### src/rtl/io_uart_tx.sv
// io_uart_tx
//   Serial output stage for the processor's memory-mapped IO byte. Each
//   io_write strobe queues io_data in a small FIFO. Queued bytes are sent as
//   8N1 UART frames: one start bit, eight data bits LSB first, one stop bit.
//   A write that finds the FIFO full is dropped and sets the sticky overflow
//   flag, so the processor is never stalled.
//
// Configuration macro
//   IO_UART_TX_PARITY_EN : when defined, an even-parity bit is inserted
//                          between the data bits and the stop bit, giving an
//                          11-bit frame.
//
// Ports
//   clk       in  system clock, rising edge
//   rst_n     in  asynchronous active-low reset
//   io_data   in  [7:0] byte from the IO store
//   io_write  in  one-cycle strobe for each IO store
//   fifo_full out FIFO holds FIFO_DEPTH bytes
//   overflow  out sticky flag: a write was dropped; cleared only by reset
//   busy      out FIFO non-empty or a frame in progress
//   uart_tx   out registered serial line, idles high
module io_uart_tx #(
  parameter int CLKS_PER_BIT = 104,
  parameter int FIFO_DEPTH   = 8
) (
  input  logic       clk,
  input  logic       rst_n,
  input  logic [7:0] io_data,
  input  logic       io_write,
  output logic       fifo_full,
  output logic       overflow,
  output logic       busy,
  output logic       uart_tx
);

  localparam int AW = $clog2(FIFO_DEPTH);
  localparam int PW = AW + 1;
  localparam logic [PW-1:0] DEPTH_C   = PW'(FIFO_DEPTH);
  localparam logic [PW-1:0] PTR_ONE   = PW'(1);
  localparam logic [15:0]   BAUD_LAST = 16'(CLKS_PER_BIT - 1);

  typedef enum logic [2:0] {
    ST_IDLE   = 3'd0,
    ST_START  = 3'd1,
    ST_DATA   = 3'd2,
    ST_PARITY = 3'd3,
    ST_STOP   = 3'd4
  } state_t;

`ifdef IO_UART_TX_PARITY_EN
  // Even parity: the bit that makes the total count of ones even.
  function automatic logic even_parity(input logic [7:0] d);
    return ^d;
  endfunction
`endif

  state_t        state_r;
  logic [7:0]    mem_r [FIFO_DEPTH];
  logic [PW-1:0] wr_ptr_r;
  logic [PW-1:0] rd_ptr_r;
  logic [7:0]    shift_reg_r;
  logic [2:0]    bit_cnt_r;
  logic [15:0]   baud_cnt_r;
  logic          uart_tx_r;
  logic          overflow_r;
`ifdef IO_UART_TX_PARITY_EN
  logic          parity_r;
`endif

  logic [PW-1:0] count_s;
  logic          empty_s;
  logic          full_s;
  logic          push_s;
  logic          pop_s;
  logic          baud_end_s;
  logic [7:0]    head_s;

  // Pointers wrap naturally, so the difference is the occupancy.
  assign count_s    = wr_ptr_r - rd_ptr_r;
  assign empty_s    = (count_s == {PW{1'b0}});
  assign full_s     = (count_s == DEPTH_C);
  assign push_s     = io_write & ~full_s;
  assign baud_end_s = (baud_cnt_r == BAUD_LAST);
  assign head_s     = mem_r[rd_ptr_r[AW-1:0]];
  // Pop only from registered occupancy: a byte pushed this edge is seen next edge.
  assign pop_s      = ~empty_s & ((state_r == ST_IDLE) | ((state_r == ST_STOP) & baud_end_s));

  assign fifo_full  = full_s;
  assign busy       = ~empty_s | (state_r != ST_IDLE);
  assign overflow   = overflow_r;
  assign uart_tx    = uart_tx_r;

  // FIFO storage; contents are don't-care while the pointers say empty.
  always_ff @(posedge clk) begin
    if (push_s) begin
      mem_r[wr_ptr_r[AW-1:0]] <= io_data;
    end
  end

  // Write pointer and sticky overflow flag.
  always_ff @(posedge clk or negedge rst_n) begin
    if (!rst_n) begin
      wr_ptr_r   <= {PW{1'b0}};
      overflow_r <= 1'b0;
    end else begin
      if (push_s) begin
        wr_ptr_r <= wr_ptr_r + PTR_ONE;
      end
      // Dropped even if a pop frees a slot at this same edge.
      if (io_write && full_s) begin
        overflow_r <= 1'b1;
      end
    end
  end

  // Read pointer advances whenever the transmitter takes a byte.
  always_ff @(posedge clk or negedge rst_n) begin
    if (!rst_n) begin
      rd_ptr_r <= {PW{1'b0}};
    end else if (pop_s) begin
      rd_ptr_r <= rd_ptr_r + PTR_ONE;
    end
  end

  // Frame sequencer with registered serial output.
  always_ff @(posedge clk or negedge rst_n) begin
    if (!rst_n) begin
      state_r     <= ST_IDLE;
      shift_reg_r <= 8'h00;
      bit_cnt_r   <= 3'd0;
      baud_cnt_r  <= 16'd0;
      uart_tx_r   <= 1'b1;
`ifdef IO_UART_TX_PARITY_EN
      parity_r    <= 1'b0;
`endif
    end else begin
      if (pop_s) begin
        // Load the next byte and open its start bit.
        shift_reg_r <= head_s;
        baud_cnt_r  <= 16'd0;
        uart_tx_r   <= 1'b0;
        state_r     <= ST_START;
`ifdef IO_UART_TX_PARITY_EN
        parity_r    <= even_parity(head_s);
`endif
      end else begin
        case (state_r)
          ST_IDLE: begin
            uart_tx_r <= 1'b1;
          end
          ST_START: begin
            if (baud_end_s) begin
              baud_cnt_r <= 16'd0;
              bit_cnt_r  <= 3'd0;
              uart_tx_r  <= shift_reg_r[0];
              state_r    <= ST_DATA;
            end else begin
              baud_cnt_r <= baud_cnt_r + 16'd1;
            end
          end
          ST_DATA: begin
            if (baud_end_s) begin
              baud_cnt_r <= 16'd0;
              if (bit_cnt_r == 3'd7) begin
`ifdef IO_UART_TX_PARITY_EN
                uart_tx_r <= parity_r;
                state_r   <= ST_PARITY;
`else
                uart_tx_r <= 1'b1;
                state_r   <= ST_STOP;
`endif
              end else begin
                shift_reg_r <= shift_reg_r >> 1;
                uart_tx_r   <= shift_reg_r[1];
                bit_cnt_r   <= bit_cnt_r + 3'd1;
              end
            end else begin
              baud_cnt_r <= baud_cnt_r + 16'd1;
            end
          end
`ifdef IO_UART_TX_PARITY_EN
          ST_PARITY: begin
            if (baud_end_s) begin
              baud_cnt_r <= 16'd0;
              uart_tx_r  <= 1'b1;
              state_r    <= ST_STOP;
            end else begin
              baud_cnt_r <= baud_cnt_r + 16'd1;
            end
          end
`endif
          ST_STOP: begin
            // A non-empty FIFO at stop end is handled by pop_s above.
            if (baud_end_s) begin
              baud_cnt_r <= 16'd0;
              uart_tx_r  <= 1'b1;
              state_r    <= ST_IDLE;
            end else begin
              baud_cnt_r <= baud_cnt_r + 16'd1;
            end
          end
          default: begin
            baud_cnt_r <= 16'd0;
            uart_tx_r  <= 1'b1;
            state_r    <= ST_IDLE;
          end
        endcase
      end
    end
  end

endmodule

### config.mk
export PLATFORM = sky130hd
export DESIGN_NAME = io_uart_tx
export DESIGN_NICKNAME = d
export VERILOG_FILES = /design/src/rtl/io_uart_tx.sv
export SDC_FILE = /design/constraint.sdc
export NUM_CORES = 1
export LEC_CHECK = 0
export CORE_MARGIN = 10
export CORE_UTILIZATION = 60
export DETAILED_ROUTE_END_ITERATION = 8
export PLACE_DENSITY = 0.75
export SYNTH_ARGS = -nofsm -noshare
export SYNTH_HDL_FRONTEND = slang
export SYNTH_SLANG_ARGS = --single-unit
### constraint.sdc
create_clock -name clk -period 5.7 [get_ports clk]
set_input_delay 0.855 -clock clk [delete_from_list [all_inputs] [get_ports clk]]
set_output_delay 0.855 -clock clk [all_outputs]
set_load 0.05 [all_outputs]
==> qor.yml <==
place:
  io_buffers: 14
  dp_hpwl_um: 5577
  gp_congestion: 0.7930
timing:
  rsz0062_at_grt: "false"
  max_freq_mhz: 220.0
  tightest_slew_ps: 974.2
  finalHoldViolCount: 0
  skew_ps: 9.038
  fin_crit_sh_pct: 79.76
  setup-tns-final_ps: 0
  max-slew-margin-rel_pct: 34.20
  drv_slew: 0
  finalCriticalPeriod_ps: 4546
  finalSetupViolCount: 0
cts:
  path_clk_slew_ps: 110
  ctsLongestPathBuffers: 2
  clock-root-buffer: "clkbuf_8"
  cts.sinks: 104
  cts_tree: "yes"
  postCtsSetupRepairBufs: 0
  cts-buffers-inserted: 9
  cts_hold_buf: 0
  cts-resized-gates: 0
  insertion_delay_ps: 370
  htreeDepth: 3
critical_path:
  arrival_ps: 3690
  cp-start-kind: "flop"
  crit_fanout: 23
  worstPathRequired_ps: 4850
  critPathKind: "flop to primary output"
  crit_path_end_kind: "primary output"
grt:
  grt.busiest_layer: "met2"
  antenna_found_initial: 0
  grt_max_degree: 41
  gr-usage-all-layers_pct: 14.87
  grt_util_met3_pct: 4.283
  met2_usage_pct: 24.14
  grtUsageMet1_pct: 19.31
  grt_pass1_vias: 2735
  grt_first_pass_wirelength_um: 13770
  grt_remaining_overflow: 0
detailed_routing:
  drc: 0
  drtPass1Iterations: 4
  ant_nets: 0
  vias: 2739
  first_iter_violations: 126
  wl_per_cell_um: 17.64
  viasPerCell: 5.967
  wl_um: 8095
synthesis:
  syn-instance-count: 337
  synth-async-reset-ratio_pct: 38.46
  synth_ff_type: "edfxtp_1"
  synth-seq-area-share_pct: 62.87
  synth_seq_cells: 104
  postSynthAreaPerCell_um2: 13.80
  netlist_area_um2: 4651
  syn-num-nets: 356
  synth-edff-count: 64
  ys_types: 44
  yosys_warnings: 0
finish:
  final_layout_size_suffix_gt1_share_pct: 14.01
  syn_to_final_growth_pct: 9.874
  nFillCells: 535
  final_nets: 371
  antennaDiodeCount: 0
floorplanning:
  rows: 32
  initial_core_util_pct: 60.81
  die_y_um: 108.0
  die_area_um2: 11670
  die_w_um: 108.0
  fp.coreArea_um2: 7647
  ios: 15
power:
  total_power_w: 0.001684
  cellPowerDensity_nw_per_um2: 329.6
  p_leak_nw: 1.867
  ir_worst_vdd_v: 0.0002658
min_path:
  worstHoldPathType: "flop to flop"
run_status:
  status: "completed"
run:
  cap_violations: 0
==> worst max-delay path: stages, from the launching register on <==
cell and delay, ps:
dfrtp_1 860, inv_1 170, ha_1 360, nand3b_1 100, a21oi_1 310, o2111a_1 720, inv_1 80, clkdlybuf4s50_1 720
==> sequential cells by signal, indices dropped and copies added, names as in the netlist <==
signal and count:
mem_r 64, uart_tx 1, state_r 3, baud_cnt_r 16, bit_cnt_r 3, overflow 1, rd_ptr_r 4, wr_ptr_r 4
shift_reg_r 8
==> final timing paths <==
check | from | endpoint | slack, ps | cells past startpoint
max in group asynchronous | rst_n | baud_cnt_r[0]$_DFFE_PN0P_ | 4550 | 1
setup reg to reg | rd_ptr_r[1]$_DFFE_PN0P_ | mem_r[6][3]$_DFFE_PP_ | 2250 | 7
min in group asynchronous | rst_n | bit_cnt_r[1]$_DFFE_PN0P_ | 590 | 1
hold / removal | overflow$_DFFE_PN0P_ | overflow$_DFFE_PN0P_ | 470 | 1
hold reg to reg | overflow$_DFFE_PN0P_ | overflow$_DFFE_PN0P_ | 470 | 1
setup / recovery | rd_ptr_r[1]$_DFFE_PN0P_ | busy | 1150 | 7
==> cell families after synthesis <==
kind of cell | Yosys count | share of synthesized area [%]
AO/OA/AOI/OAI | 53 | 7.479
adder cells (fa/ha/maj) | 8 | 2.152
multiplexers | 33 | 11.51
buffers and inverters | 25 | 2.045
XOR/XNOR | 11 | 2.072
AND/OR/NAND/NOR | 103 | 11.86
flip-flops | 104 | 62.87
==> metrics by stage <==
step	hold slack [ps]	util (%)	area (µm²)	instances	setup WS, ps
after detailed placement	456.3	63.94	4890	443	1531
final	472.7	66.82	5110	459	1154
after CTS	482.1	66.82	5110	459	1071
after global placement	437.5	63.94	4890	443	1690
after floorplan	460.4	-	4651	337	1599
after global routing	494.8	66.82	5110	459	837.4
==> power breakdown <==
group | switching, W | total (W) | internal (W)
logic | 0.000173 | 0.000279 | 0.000106
clock network | 0.000292 | 0.000475 | 0.000183
registers | 0.0000354 | 0.000929 | 0.000894
==> cells in the mapped netlist, types with 2 or more instances <==
master    count  area [µm²]
ha_1          8       100.1
nand2b_1      4       25.02
xor2_1        7       61.31
edfxtp_1     64        1922
a21o_1        4       30.03
o21ai_0      17       85.08
nand3_1      11       55.05
a221o_1       5       50.05
nor3_1       23       115.1
nand2_1      18       67.56
nor4_1        2       12.51
a21oi_1      11       55.05
or4_1         3       22.52
o21ai_1       2       10.01
nand4_1       6       37.54
and3_1        3       18.77
xnor2_1       4       35.03
mux2_2        4       45.04
o31ai_1       3       22.52
a22o_1        3       26.28
mux2i_1      13       130.1
mux4_2       16       360.4
nor2_1       17       63.81
o211ai_1      2       15.01
clkbuf_1     13       48.80
inv_1        10       37.54
dfrtp_1      39       975.9
or3_1         8       50.05
or2_2         2       12.51
==> per-layer routing <==
layer / part of all wire [%] / vias up
met5: 0 / -
met4: 0.70 / 0
met3: 3.7 / 6
met2: 50 / 40
met1: 46 / 1371
li1: - / 1322
==> final cells by class <==
class                   instances  area (µm²)  share of cell area (%)
repair buffers                 18       165.2                   3.232
multi-input cells             208        1632                   31.93
flip-flops and latches        104        2924                   57.22
clock buffers                   9       123.9                   2.424
well taps                     102       127.6                   2.498
inverters                      11       41.29                  0.8080
clock inverters                 7       96.34                   1.885
==> cells in the final DEF, fill, tap and decap left out, drive strengths merged, types with 12 or more instances in the layout <==
| master | n |
|---|---|
| a21oi | 12 |
| clkdlybuf4s50 | 13 |
| dfrtp | 39 |
| edfxtp | 64 |
| inv | 15 |
| mux2i | 13 |
| mux4 | 16 |
| nand2 | 18 |
| nor2 | 18 |
| nor3 | 23 |
| o21ai | 19 |
(Power assumes the default switching activity.)
